$ cat config.mk
export PLATFORM = sky130hd
export DESIGN_NAME = fetch_unit_flat
export DESIGN_NICKNAME = d
export VERILOG_FILES = /design/src/rtl/fetch_pkg.sv /design/src/rtl/fetch_unit_if.sv /design/src/rtl/fetch_queue.sv /design/src/rtl/fetch_unit.sv /design/src/flat_wrapper.sv
export SDC_FILE = /design/constraint.sdc
export NUM_CORES = 1
export LEC_CHECK = 0
export BUFFER_PORTS_ARGS = -buffer_cell sky130_fd_sc_hd__buf_2
export CAP_MARGIN = 20
export CORE_MARGIN = 2
export CORE_UTILIZATION = 55
export CTS_BUF_LIST = sky130_fd_sc_hd__clkbuf_8 sky130_fd_sc_hd__clkbuf_16
export CTS_CLUSTER_DIAMETER = 120
export CTS_CLUSTER_SIZE = 8
export DETAILED_ROUTE_END_ITERATION = 8
export PLACE_DENSITY = 0.8
export SYNTH_ARGS = -nofsm -noshare
export SYNTH_HDL_FRONTEND = slang
export SYNTH_HIERARCHICAL = 1
export SYNTH_SLANG_ARGS = --single-unit
$ cat constraint.sdc
create_clock -name clk -period 9.6 [get_ports clk]
set_input_delay 2.88 -clock clk [delete_from_list [all_inputs] [get_ports clk]]
set_output_delay 2.88 -clock clk [all_outputs]
set_load 0.05 [all_outputs]
$ cat src/rtl/fetch_pkg.sv
// Shared definitions for the instruction fetch stage: default geometry,
// FSM state encoding and the queue entry layout.
package fetch_pkg;

    localparam int unsigned DEF_ADDR_W   = 16;
    localparam int unsigned DEF_INSTR_W  = 16;
    localparam int unsigned DEF_RESET_PC = 0;
    localparam int unsigned DEF_DEPTH    = 2;

    // FETCH may issue or hold a request; DRAIN waits out a squashed request.
    typedef enum logic {
        FETCH = 1'b0,
        DRAIN = 1'b1
    } fetch_state_e;

    typedef struct packed {
        logic [DEF_ADDR_W-1:0]  pc;
        logic [DEF_INSTR_W-1:0] instr;
    } fetch_entry_t;

endpackage : fetch_pkg

$ cat src/rtl/fetch_unit_if.sv
// Fetch stage bus bundle: instruction-memory request/ack, decode valid/ready
// and the redirect input from execute. master = fetch unit side.
interface fetch_unit_if #(
    parameter int unsigned ADDR_W  = fetch_pkg::DEF_ADDR_W,
    parameter int unsigned INSTR_W = fetch_pkg::DEF_INSTR_W
) ();

    logic               imem_req;
    logic [ADDR_W-1:0]  imem_addr;
    logic [INSTR_W-1:0] imem_rdata;
    logic               imem_ack;

    logic               instr_valid;
    logic [INSTR_W-1:0] instr;
    logic [ADDR_W-1:0]  instr_pc;
    logic               instr_ready;

    logic               redirect_valid;
    logic [ADDR_W-1:0]  redirect_pc;

    modport master (
        output imem_req, imem_addr,
        input  imem_rdata, imem_ack,
        output instr_valid, instr, instr_pc,
        input  instr_ready,
        input  redirect_valid, redirect_pc
    );

    modport slave (
        input  imem_req, imem_addr,
        output imem_rdata, imem_ack,
        input  instr_valid, instr, instr_pc,
        output instr_ready,
        output redirect_valid, redirect_pc
    );

endinterface : fetch_unit_if

$ cat src/rtl/fetch_queue.sv
// Small power-of-two FIFO holding fetched {pc, instr} words. Flush empties it
// in one cycle and takes priority over a same-cycle push or pop.
module fetch_queue #(
    parameter int unsigned DEPTH = fetch_pkg::DEF_DEPTH,
    parameter int unsigned WIDTH = fetch_pkg::DEF_ADDR_W + fetch_pkg::DEF_INSTR_W,
    localparam int unsigned PTR_W = $clog2(DEPTH),
    localparam int unsigned CNT_W = PTR_W + 1
) (
    input  logic             clk,
    input  logic             reset,
    input  logic             push_i,
    input  logic [WIDTH-1:0] push_data_i,
    input  logic             pop_i,
    input  logic             flush_i,
    output logic [CNT_W-1:0] count_o,
    output logic             head_valid_o,
    output logic [WIDTH-1:0] head_data_o
);

    localparam logic [CNT_W-1:0] FULL_CNT = CNT_W'(DEPTH);

    logic [WIDTH-1:0] mem_q [DEPTH];
    logic [PTR_W-1:0] wr_ptr_q, wr_ptr_d;
    logic [PTR_W-1:0] rd_ptr_q, rd_ptr_d;
    logic [CNT_W-1:0] count_q, count_d;
    logic             push_ok;
    logic             pop_ok;

    assign push_ok = push_i && (count_q < FULL_CNT);
    assign pop_ok  = pop_i && (count_q != '0);

    always_comb begin
        wr_ptr_d = wr_ptr_q;
        rd_ptr_d = rd_ptr_q;
        count_d  = count_q;
        if (flush_i) begin
            wr_ptr_d = '0;
            rd_ptr_d = '0;
            count_d  = '0;
        end else begin
            if (push_ok) wr_ptr_d = wr_ptr_q + PTR_W'(1);
            if (pop_ok)  rd_ptr_d = rd_ptr_q + PTR_W'(1);
            unique case ({push_ok, pop_ok})
                2'b10:   count_d = count_q + CNT_W'(1);
                2'b01:   count_d = count_q - CNT_W'(1);
                default: count_d = count_q;
            endcase
        end
    end

    always_ff @(posedge clk) begin
        if (reset) begin
            wr_ptr_q <= '0;
            rd_ptr_q <= '0;
            count_q  <= '0;
        end else begin
            wr_ptr_q <= wr_ptr_d;
            rd_ptr_q <= rd_ptr_d;
            count_q  <= count_d;
        end
    end

    // NOTE: storage has no reset; it is only ever read through count_q, and
    // leaving it unreset lets it map onto plain flops or LUT RAM.
    always_ff @(posedge clk) begin
        if (push_ok && !flush_i) mem_q[wr_ptr_q] <= push_data_i;
    end

    assign count_o      = count_q;
    assign head_valid_o = (count_q != '0);
    assign head_data_o  = head_valid_o ? mem_q[rd_ptr_q] : '0;

endmodule : fetch_queue

$ cat src/rtl/fetch_unit.sv
// Instruction fetch stage: owns the PC, issues one imem read at a time,
// queues returned words and drains squashed requests after a redirect.
module fetch_unit
    import fetch_pkg::*;
#(
    parameter int unsigned ADDR_W   = DEF_ADDR_W,
    parameter int unsigned INSTR_W  = DEF_INSTR_W,
    parameter int unsigned RESET_PC = DEF_RESET_PC,
    parameter int unsigned DEPTH    = DEF_DEPTH
) (
    input  logic         clk,
    input  logic         reset,
    fetch_unit_if.master fetch_bus
);

    localparam int unsigned CNT_W   = $clog2(DEPTH) + 1;
    localparam int unsigned ENTRY_W = ADDR_W + INSTR_W;
    localparam logic [CNT_W-1:0]  FULL_CNT  = CNT_W'(DEPTH);
    localparam logic [ADDR_W-1:0] RESET_ADR = ADDR_W'(RESET_PC);

    fetch_state_e      state_q, state_d;
    logic [ADDR_W-1:0] pc_q, pc_d;
    logic [ADDR_W-1:0] req_addr_q;
    logic              outstanding_q;

    logic               req;
    logic               ack;
    logic [ADDR_W-1:0]  addr;
    logic               push;
    logic               pop;
    logic               flush;
    logic [CNT_W-1:0]   count;
    logic               head_valid;
    logic [ENTRY_W-1:0] head_data;

    // An outstanding request keeps its original address even after a redirect
    // has moved the PC, so memory always sees a stable request.
    assign addr = outstanding_q ? req_addr_q : pc_q;
    assign req  = !reset && (outstanding_q || (count < FULL_CNT));
    assign ack  = req && fetch_bus.imem_ack;
    assign pop  = head_valid && fetch_bus.instr_ready;

    // NOTE: every always_comb output gets a default first so that no path
    // through the case leaves a variable unassigned and infers a latch.
    always_comb begin
        state_d = state_q;
        pc_d    = pc_q;
        push    = 1'b0;
        flush   = 1'b0;
        unique case (state_q)
            FETCH: begin
                if (fetch_bus.redirect_valid) begin
                    flush = 1'b1;
                    pc_d  = fetch_bus.redirect_pc;
                    if (req && !ack) state_d = DRAIN;
                end else if (ack) begin
                    push = 1'b1;
                    pc_d = pc_q + ADDR_W'(1);
                end
            end
            DRAIN: begin
                if (fetch_bus.redirect_valid) begin
                    flush = 1'b1;
                    pc_d  = fetch_bus.redirect_pc;
                end
                if (ack) state_d = FETCH;
            end
        endcase
    end

    // NOTE: sequential state is updated with non-blocking assignments only.
    always_ff @(posedge clk) begin
        if (reset) begin
            state_q       <= FETCH;
            pc_q          <= RESET_ADR;
            req_addr_q    <= RESET_ADR;
            outstanding_q <= 1'b0;
        end else begin
            state_q       <= state_d;
            pc_q          <= pc_d;
            outstanding_q <= req && !ack;
            if (req) req_addr_q <= addr;
        end
    end

    fetch_queue #(
        .DEPTH (DEPTH),
        .WIDTH (ENTRY_W)
    ) u_queue (
        .clk          (clk),
        .reset        (reset),
        .push_i       (push),
        .push_data_i  ({addr, fetch_bus.imem_rdata}),
        .pop_i        (pop),
        .flush_i      (flush),
        .count_o      (count),
        .head_valid_o (head_valid),
        .head_data_o  (head_data)
    );

    assign fetch_bus.imem_req    = req;
    assign fetch_bus.imem_addr   = addr;
    assign fetch_bus.instr_valid = head_valid;
    assign fetch_bus.instr_pc    = head_data[ENTRY_W-1:INSTR_W];
    assign fetch_bus.instr       = head_data[INSTR_W-1:0];

endmodule : fetch_unit
$ cat src/flat_wrapper.sv
// flat-port wrapper written by rule: the top's interface ports become plain ports
module fetch_unit_flat import fetch_pkg::*;
#(
    parameter int unsigned ADDR_W   = DEF_ADDR_W,
    parameter int unsigned INSTR_W  = DEF_INSTR_W,
    parameter int unsigned RESET_PC = DEF_RESET_PC,
    parameter int unsigned DEPTH    = DEF_DEPTH
)
  (clk, reset, fetch_bus_imem_req, fetch_bus_imem_addr, fetch_bus_imem_rdata, fetch_bus_imem_ack, fetch_bus_instr_valid, fetch_bus_instr, fetch_bus_instr_pc, fetch_bus_instr_ready, fetch_bus_redirect_valid, fetch_bus_redirect_pc);
  fetch_unit_if #(.ADDR_W(ADDR_W), .INSTR_W(INSTR_W)) fetch_bus_i ();
  input  logic clk;
  input  logic reset;
  output wire logic [$bits(fetch_bus_i.imem_req)-1:0] fetch_bus_imem_req;
  output wire logic [$bits(fetch_bus_i.imem_addr)-1:0] fetch_bus_imem_addr;
  input wire logic [$bits(fetch_bus_i.imem_rdata)-1:0] fetch_bus_imem_rdata;
  input wire logic [$bits(fetch_bus_i.imem_ack)-1:0] fetch_bus_imem_ack;
  output wire logic [$bits(fetch_bus_i.instr_valid)-1:0] fetch_bus_instr_valid;
  output wire logic [$bits(fetch_bus_i.instr)-1:0] fetch_bus_instr;
  output wire logic [$bits(fetch_bus_i.instr_pc)-1:0] fetch_bus_instr_pc;
  input wire logic [$bits(fetch_bus_i.instr_ready)-1:0] fetch_bus_instr_ready;
  input wire logic [$bits(fetch_bus_i.redirect_valid)-1:0] fetch_bus_redirect_valid;
  input wire logic [$bits(fetch_bus_i.redirect_pc)-1:0] fetch_bus_redirect_pc;
  assign fetch_bus_imem_req = fetch_bus_i.imem_req;
  assign fetch_bus_imem_addr = fetch_bus_i.imem_addr;
  assign fetch_bus_i.imem_rdata = fetch_bus_imem_rdata;
  assign fetch_bus_i.imem_ack = fetch_bus_imem_ack;
  assign fetch_bus_instr_valid = fetch_bus_i.instr_valid;
  assign fetch_bus_instr = fetch_bus_i.instr;
  assign fetch_bus_instr_pc = fetch_bus_i.instr_pc;
  assign fetch_bus_i.instr_ready = fetch_bus_instr_ready;
  assign fetch_bus_i.redirect_valid = fetch_bus_redirect_valid;
  assign fetch_bus_i.redirect_pc = fetch_bus_redirect_pc;
  fetch_unit #(.ADDR_W(ADDR_W), .INSTR_W(INSTR_W), .RESET_PC(RESET_PC), .DEPTH(DEPTH)) u_core (.clk(clk), .reset(reset), .fetch_bus(fetch_bus_i));
endmodule
==> run_results.csv, run 1 <==
group,metric,value,unit
global_route,gr-total-overflow,0,
power,power.density,162,nW/um2
hold_path,min_from,"u_core/req_addr_q[6]",
floorplan,core,8090,um2
clocking,htree_levels,3,
floorplan,ios,87,
drt,final_antenna_net_count,0,
sta,drv_slew,0,
final_layout,multi_input_area,1680,um2
clocking,path_clk_slew,90,ps
critical_path,critPathKind,"primary input to primary output",
drt,drt_iter0_markers,181,
final_layout,fin_util,64.1,%
hold_path,whs_endpoint,"u_core/req_addr_q[6]",
place,gp_congestion,0.875,
place,dp_slack,2160,ps
job,drv_cap,0,
synth,synth_nets,421,
final_layout,mostFrequentLayoutCells,"buf_2, edfxtp_1, nor2_1, dfxtp_1, mux2i_1",
clocking,cts_hold_buffers,0,
sta,min_period,7460,ps
hold_path,hold_path_class,"flop to flop",
critical_path,crit_path_start_kind,"primary input",
drt,vias_per_cell,5.56,
place,portBuffers,86,
floorplan,initial_core_util,56.0,%
final_layout,drive_gt1_share,29.1,%
power,fin_total_pwr,838,uW
clocking,cts_resized,0,
final_layout,fin_area,5180,um2
power,power.leakage,1.91,nW
critical_path,worstPathMaxFanout,42,
clocking,cts_max_path_buffers,2,
clocking,cts_tree,"done",
synth,synth_edf_count,64,
critical_path,r2r_end,"u_core/u_queue/count_o[1]",
hold_path,whs_path_depth,2,
drt,wl_per_cell,15.8,um
synth,synth-seq-area-share,59.6,%
floorplan,rows,33,
sta,fin_tns_setup,0,ps
final_layout,antennaDiodeCount,0,
final_layout,nets,498,
global_route,grt_max_degree,43,
critical_path,reg2reg_setup_slack,6510,ps
sta,finalSetupViolCount,0,
final_layout,final-seq-area,2700,um2
global_route,grt_pass1_vias,2927,
sta,rsz0062_at_grt,"no",
global_route,grt_pass1_wl,14000,um
synth,syn_area_per_cell,11.9,um2
clocking,clock_latency,370,ps
sta,finalClockSkew,10.8,ps
clocking,cts_inserted_buffers,9,
global_route,antenna_found_initial,0,
synth,yosysWarnings,6,
synth,ys.flop_type,"edfxtp_1",
floorplan,die_area,8980,um2
synth,synth_area,4530,um2
place,place_area,5000,um2
place,place_hpwl,6030,um
clocking,postCtsSetupBuffers,0,
sta,finalCritPeriodShare,77.7,%
power,peakVddDrop,0.0000695,V
sta,relSlewSlack,29.7,%
final_layout,final_common_cell,"buf_2",
critical_path,cp.required,6720,ps
synth,synth_cells,382,
sta,clock.fmax,134,MHz
final_layout,synthToLayoutAreaGrowth,14.4,%
critical_path,rr_worst_depth,6,
clocking,ctsRootBufferMaster,"clkbuf_8",
final_layout,nFillCells,648,
sta,timing.final.ws_setup,2140,ps
sta,tightest_slew,1050,ps
clocking,clock-sinks,103,
synth,synthArstFlopShare,0,%
floorplan,die_h,94.8,um
critical_path,rr_startpoint,"u_core/outstanding_q",
synth,synth-seq-cells,103,
synth,synth_cell_type_count,49,
drt,num_vias,3164,
critical_path,end_kind,"primary output",
drt,wl,9000,um
critical_path,arrival,4580,ps
floorplan,die_x,94.8,um
drt,first_pass_iters,5,
global_route,grt_use_total,20.7,%
status,status,"finished, final reports clean",
drt,drc,0,
sta,finalHoldViolations,0,
-- kinds of logic after synthesis --
logic type,after synthesis,synth area share [%]
flops,103,59.6
simple gates,131,15.1
compound gates,61,9.49
fa+ha+maj,2,0.552
buf+inv,33,3.67
xor+xnor,8,1.55
mux,44,10.0
-- through the flow --
stage / std cells / hold slack, ps
after global routing: 569 / 504
after global placement: 553 / 454
after CTS: 569 / 482
after floorplan: 382 / 445
after detailed placement: 553 / 465
final: 569 / 483
-- worst max-delay path: stages --
cell and delay [ps]:
buf_2 320, or2_2 400, inv_1 570, buf_2 400
-- worst max-delay path by stage --
| stage | startpoint | end | slack, ps | cells past startpoint |
|---|---|---|---|---|
| final | reset | fetch_bus_imem_req | 2140 | 4 |
| after global routing | reset | fetch_bus_imem_req | 2000 | 4 |
| after CTS | reset | fetch_bus_imem_req | 2160 | 4 |
| after detailed placement | reset | fetch_bus_imem_req | 2160 | 4 |
| after global placement | reset | fetch_bus_imem_req | 2220 | 4 |
| after floorplan | reset | fetch_bus_imem_req | 3010 | 5 |
-- registers in the layout (all words and copies together) (netlist names), named ones only --
register,flops
u_core/u_queue/rd_ptr_q,1
u_core/req_addr_q,16
u_core/u_queue/wr_ptr_q,1
u_core/u_queue/mem_q,64
u_core/pc_q,16
u_core/state_q,1
u_core/outstanding_q,1
u_core/u_queue/count_o,2
-- Yosys cell counts (2+ instances only) --
master	number	share of area, %
and3_1	5	0.69
buf_6	3	0.75
mux2i_1	32	7.1
a21oi_1	5	0.55
nand2b_1	14	1.9
ha_1	2	0.55
edfxtp_1	64	42
clkbuf_1	8	0.66
dfxtp_1	39	17
mux2_2	12	3.0
a311oi_1	5	0.97
a211oi_1	9	1.5
xnor2_1	5	0.97
a311o_1	2	0.44
nor3_1	8	0.88
nor4_4	2	0.94
or3_1	3	0.41
buf_1	2	0.17
nor2_1	49	4.1
xor2_1	3	0.58
buf_2	7	0.77
o21ai_0	26	2.9
inv_1	9	0.75
nand2_1	29	2.4
a2111oi_2	3	0.99
nand4_1	4	0.55
and4_1	2	0.39
a31oi_1	2	0.28
buf_4	3	0.50
o22ai_1	2	0.28
or2_2	2	0.28
nand3_1	4	0.44
-- routing by layer --
metal	track usage, %	wire [um]	vias up
met5	0	0	-
met4	9.42	169	0
met3	3.35	407	15
met2	33.2	4360	105
met1	27.7	4060	1501
li1	-	-	1543
-- report_power, final --
group,internal (mW),switching [mW]
registers,0.484,0.0134
logic,0.0291,0.0642
clock network,0.0973,0.150
total,0.610,0.227
-- area by class of cell --
class | count | share of cell area, %
Clock buffer | 9 | 2.39
Clock inverter | 7 | 1.11
Inverter | 10 | 0.724
Multi-Input combinational cell | 246 | 32.3
Sequential cell | 103 | 52.2
Tap cell | 105 | 2.53
Timing Repair Buffer | 89 | 8.74
(Power assumes the default switching activity.)
==> run 2: changes to the inputs <==
--- a/config.mk
+++ b/config.mk
@@ -8,12 +8,12 @@
 export BUFFER_PORTS_ARGS = -buffer_cell sky130_fd_sc_hd__buf_2
 export CAP_MARGIN = 20
 export CORE_MARGIN = 2
-export CORE_UTILIZATION = 55
+export CORE_UTILIZATION = 50
 export CTS_BUF_LIST = sky130_fd_sc_hd__clkbuf_8 sky130_fd_sc_hd__clkbuf_16
 export CTS_CLUSTER_DIAMETER = 120
 export CTS_CLUSTER_SIZE = 8
 export DETAILED_ROUTE_END_ITERATION = 8
-export PLACE_DENSITY = 0.8
+export PLACE_DENSITY = 0.77
 export SYNTH_ARGS = -nofsm -noshare
 export SYNTH_HDL_FRONTEND = slang
 export SYNTH_HIERARCHICAL = 1
==> constraint.sdc (replaced) <==
create_clock -name clk -period 6.2 [get_ports clk]
set_input_delay 1.86 -clock clk [delete_from_list [all_inputs] [get_ports clk]]
set_output_delay 1.86 -clock clk [all_outputs]
set_load 0.05 [all_outputs]
==> run_results.csv, run 2 (synthesis results as in run 1) <==
group,metric,value,unit
status,status,"finished, final reports clean",
final_layout,reg_top3,"u_core/u_queue/mem_q (64), u_core/pc_q (16), u_core/req_addr_q (16)",
critical_path,crit_top_cell,"buf_2",
critical_path,crit_path_start_kind,"primary input",
final_layout,final_common_cell,"buf_2",
drt,wl_per_cell,15.2,um
floorplan,rows,34,
global_route,gr-total-overflow,0,
floorplan,die_area,9840,um2
critical_path,end_kind,"primary output",
critical_path,worstPathMaxFanout,29,
drt,drc,0,
critical_path,crit_buf_inv,4,
place,portBuffers,86,
place,gp_congestion,0.830,
drt,first_pass_iters,6,
critical_path,slowest_stage,"buf_2",
sta,tightest_slew,1040,ps
hold_path,whs_path_depth,2,
final_layout,mostFrequentLayoutCells,"buf_2, edfxtp_1, nor2_1, dfxtp_1, mux2i_1",
final_layout,nets,501,
hold_path,hold_path_class,"flop to flop",
sta,relSlewSlack,30.4,%
final_layout,antennaDiodeCount,0,
final_layout,synthToLayoutAreaGrowth,14.9,%
global_route,antenna_found_initial,0,
final_layout,top_register,"u_core/u_queue/mem_q",
global_route,grt_max_degree,42,
sta,whs,477,ps
floorplan,die_x,99.2,um
sta,finalSetupViolCount,0,
sta,min_period,4750,ps
final_layout,final-instance-count-excl-fill,575,
drt,drt_iter0_markers,183,
critical_path,cpLargestDelayFamily,"buffers and inverters",
sta,rsz0062_at_grt,"no",
drt,vias_per_cell,5.44,
clocking,htree_levels,3,
sta,finalHoldViolations,0,
clocking,cts_tree,"done",
sta,drv_slew,0,
clocking,cts_inserted_buffers,9,
floorplan,initial_core_util,51.7,%
clocking,postCtsSetupBuffers,0,
sta,finalClockSkew,11.1,ps
sta,finalCritPeriodShare,76.6,%
power,peakVddDrop,0.000131,V
drt,final_antenna_net_count,0,
global_route,grt_use_total,18.2,%
floorplan,die_h,99.2,um
critical_path,crit_chain,"buf_2 > or2_2 > inv_1 > buf_4 > buf_2",
critical_path,critPathKind,"primary input to primary output",
drt,wl,8720,um
sta,fin_tns_setup,0,ps
power,power.density,249,nW/um2
power,power.leakage,1.92,nW
global_route,grt_pass1_vias,2858,
place,placedCellCount,559,
clocking,clock_latency,370,ps
clocking,clock-sinks,103,
clocking,ctsRootBufferMaster,"clkbuf_8",
clocking,path_clk_slew,90,ps
clocking,cts_resized,0,
global_route,grt_pass1_wl,14200,um
power,fin_total_pwr,1.30,mW
final_layout,nFillCells,719,
final_layout,drive_gt1_share,29.6,%
final_layout,largest_register_ffs,64,
final_layout,fin_area,5210,um2
critical_path,cp.required,4340,ps
drt,num_vias,3128,
floorplan,core,8760,um2
critical_path,rr_worst_depth,6,
place,place_hpwl,5990,um
critical_path,cpPeakStageDelay,310,ps
clocking,cts_max_path_buffers,2,
job,drv_cap,0,
sta,clock.fmax,211,MHz
critical_path,arrival,2890,ps
critical_path,crit_cells,5,
clocking,cts_hold_buffers,0,
floorplan,ios,87,
place,place_area,5030,um2
[run 2: changes by cell type in the layout (fill, tap and decap cells not counted)]
cell	previous run	this run
buf_4	3	6
clkinv_4	3	1
clkinvlp_4	1	3
inv_6	1	0
inv_8	1	2
[run 2: layout make-up]
| type | instances | area, um2 | share of cell area (%) |
|---|---|---|---|
| tap | 108 | 135 | 2.59 |
| multi-input combinational | 246 | 1680 | 32.2 |
| inverter | 10 | 37.5 | 0.720 |
| clock inverter | 7 | 57.6 | 1.10 |
| timing repair buffer | 92 | 475 | 9.13 |
| clock buffer | 9 | 124 | 2.38 |
| sequential | 103 | 2700 | 51.9 |
[run 2: final timing paths]
path                                           startpoint                   endpoint  slack, ps
worst max-delay path                                reset         fetch_bus_imem_req       1450
worst min-delay path                 u_core/req_addr_q[8]       u_core/req_addr_q[8]        480
worst max register to register  u_core/u_queue/count_o[1]  u_core/u_queue/count_o[1]       3430
worst min register to register       u_core/req_addr_q[8]       u_core/req_addr_q[8]        480
[run 2: metal layers]
layer / vias up / global-route usage, % / routed length [um]
li1: 1547 / - / -
met4: 0 / 6.64 / 129
met5: - / 0 / 0
met3: 11 / 3.87 / 505
met1: 1472 / 26.0 / 4140
met2: 98 / 27.8 / 3950
[run 2: worst register-to-register path: cells and delay by family, from the launching register on]
kind	cells	cell delay (ps)
adders and majority gates	1	300
AOI/OAI and AO/OA	1	250
and+or+nand+nor	4	1620
DFF	1	510
[run 2: power breakdown]
group	internal (mW)	switching [mW]	leakage, nW	total (mW)
clock	0.151	0.234	0.0867	0.385
combinational	0.0463	0.101	0.922	0.147
sequential	0.749	0.0174	0.909	0.766
[run 2: per-stage QoR]
step,setup WS (ps),util (%)
4_1_cts,1450,59.5
2_1_floorplan,668,-
3_5_place_dp,1450,57.4
5_1_grt,1380,59.5
3_3_place_gp,1450,57.4
6_report,1450,59.5
==> run 3: changes to the inputs <==
--- a/config.mk
+++ b/config.mk
@@ -8,12 +8,12 @@
 export BUFFER_PORTS_ARGS = -buffer_cell sky130_fd_sc_hd__buf_2
 export CAP_MARGIN = 20
 export CORE_MARGIN = 2
-export CORE_UTILIZATION = 50
+export CORE_UTILIZATION = 55
 export CTS_BUF_LIST = sky130_fd_sc_hd__clkbuf_8 sky130_fd_sc_hd__clkbuf_16
 export CTS_CLUSTER_DIAMETER = 120
 export CTS_CLUSTER_SIZE = 8
 export DETAILED_ROUTE_END_ITERATION = 8
-export PLACE_DENSITY = 0.77
+export PLACE_DENSITY = 0.8
 export SYNTH_ARGS = -nofsm -noshare
 export SYNTH_HDL_FRONTEND = slang
 export SYNTH_HIERARCHICAL = 1
==> constraint.sdc (replaced) <==
create_clock -name clk -period 4.45 [get_ports clk]
set_input_delay 1.335 -clock clk [delete_from_list [all_inputs] [get_ports clk]]
set_output_delay 1.335 -clock clk [all_outputs]
set_load 0.05 [all_outputs]
==> run_results.csv, run 3 (synthesis results as in run 1) <==
group,metric,value,unit
floorplan,die_h,94.8,um
sta,fin_tns_setup,0,ps
critical_path,end_kind,"primary output",
sta,clock.fmax,287,MHz
place,gp_congestion,0.881,
hold_path,whs_path_depth,2,
global_route,grt_max_degree,41,
clocking,clock_latency,360,ps
power,peakVddDrop,0.000166,V
critical_path,cp.required,3120,ps
place,place_hpwl,5930,um
hold_path,min_from,"u_core/req_addr_q[7]",
clocking,ctsRootBufferMaster,"clkbuf_8",
global_route,antenna_found_initial,0,
floorplan,rows,33,
critical_path,critPathKind,"primary input to primary output",
place,portBuffers,86,
power,power.leakage,1.96,nW
critical_path,rr_worst_depth,7,
power,power.density,362,nW/um2
final_layout,antennaDiodeCount,0,
clocking,htree_levels,3,
sta,drv_slew,0,
critical_path,cpLargestDelayFamily,"buffers and inverters",
clocking,cts_hold_buffers,0,
clocking,cts_max_path_buffers,2,
drt,wl_per_cell,15.3,um
status,status,"finished, final reports clean",
critical_path,rr_startpoint,"u_core/u_queue/count_o[1]",
final_layout,top_register,"u_core/u_queue/mem_q",
drt,drc,0,
critical_path,r2r_end,"u_core/u_queue/count_o[1]",
drt,final_antenna_net_count,0,
drt,vias_per_cell,5.42,
clocking,cts_inserted_buffers,9,
final_layout,final-seq-area,2700,um2
critical_path,arrival,2150,ps
critical_path,crit_top_cell,"buf_2",
global_route,grt_pass1_wl,14200,um
floorplan,die_area,8980,um2
job,drv_cap,0,
floorplan,ios,87,
sta,rsz0062_at_grt,"no",
global_route,grt_pass1_vias,3000,
clocking,postCtsSetupBuffers,0,
final_layout,reg_top3,"u_core/u_queue/mem_q (64), u_core/pc_q (16), u_core/req_addr_q (16)",
clocking,clock-sinks,103,
sta,whs,485,ps
critical_path,crit_path_start_kind,"primary input",
critical_path,worstPathMaxFanout,3,
floorplan,initial_core_util,56.0,%
final_layout,mostFrequentLayoutCells,"buf_2, edfxtp_1, nor2_1, dfxtp_1, mux2i_1",
final_layout,synthToLayoutAreaGrowth,16.1,%
final_layout,nFillCells,657,
hold_path,whs_endpoint,"u_core/req_addr_q[7]",
final_layout,final_common_cell,"buf_2",
global_route,gr-total-overflow,0,
critical_path,slowest_stage,"or2_2",
final_layout,drive_gt1_share,29.7,%
final_layout,nets,502,
sta,min_period,3480,ps
sta,finalHoldViolations,0,
sta,finalCritPeriodShare,78.3,%
critical_path,crit_buf_inv,3,
global_route,grt_use_total,20.7,%
critical_path,crit_chain,"buf_2 > or2_2 > inv_1 > buf_2",
clocking,cts_resized,0,
floorplan,die_x,94.8,um
final_layout,largest_register_ffs,64,
sta,relSlewSlack,35.1,%
drt,num_vias,3103,
sta,tightest_slew,974,ps
final_layout,multi_input_area,1690,um2
floorplan,core,8090,um2
clocking,path_clk_slew,90,ps
sta,finalSetupViolCount,0,
critical_path,cpPeakStageDelay,300,ps
sta,finalClockSkew,8.93,ps
clocking,cts_tree,"done",
drt,wl,8780,um
hold_path,hold_path_class,"flop to flop",
critical_path,reg2reg_setup_slack,2040,ps
drt,first_pass_iters,4,
drt,drt_iter0_markers,206,
run 3: worst max-delay path by stage:
stage | startpoint | to | slack [ps] | depth (start not counted)
floorplan | reset | u_core/u_queue/mem_q[1][0] | 560 | 6
global placement | reset | fetch_bus_imem_req | 960 | 4
detailed placement | reset | fetch_bus_imem_req | 950 | 4
CTS | reset | fetch_bus_imem_req | 950 | 4
global route | reset | fetch_bus_imem_req | 930 | 4
finish | reset | fetch_bus_imem_req | 970 | 4
run 3: worst reg2reg max path, cell delays in order, from the launching register on:
cell      delay [ps]
dfxtp_1          410
nor2b_1          170
buf_4            190
nor4_4           360
nand2b_1         260
ha_1             380
or3_1            350
a211oi_1         220
run 3: through the flow:
step           cells  cell area [um2]  utilization, %  setup WS [ps]  power, mW
2_1_floorplan    382             4540               -            564       1.23
3_3_place_gp     557             5040            62.3            963       1.29
3_5_place_dp     557             5040            62.3            951       1.30
4_1_cts          573             5270            65.1            950       1.92
5_1_grt          573             5270            65.1            934       1.98
6_report         573             5270            65.1            966       1.91
run 3: layer usage:
layer  share of wire, %  global-route usage (%)
met1                 45                    26.7
met2                 48                    34.5
met3                6.1                    5.03
met4                1.0                    6.64
met5                  0                       0
run 3: area by class of cell:
| cell class | instances | share of cell area (%) |
|---|---|---|
| sequential | 103 | 51.4 |
| multi-input combinational | 246 | 32.1 |
| timing repair buffer | 93 | 9.17 |
| tap | 105 | 2.50 |
| clock buffer | 9 | 2.35 |
| clock inverter | 7 | 1.83 |
| inverter | 10 | 0.713 |
run 3: power breakdown:
group / total [mW] / switching, mW / internal (mW) / leakage, nW
Combinational: 0.206 / 0.141 / 0.0647 / 0.934
Clock: 0.631 / 0.312 / 0.320 / 0.113
Sequential: 1.07 / 0.0254 / 1.04 / 0.909
Total: 1.91 / 0.478 / 1.43 / 1.96
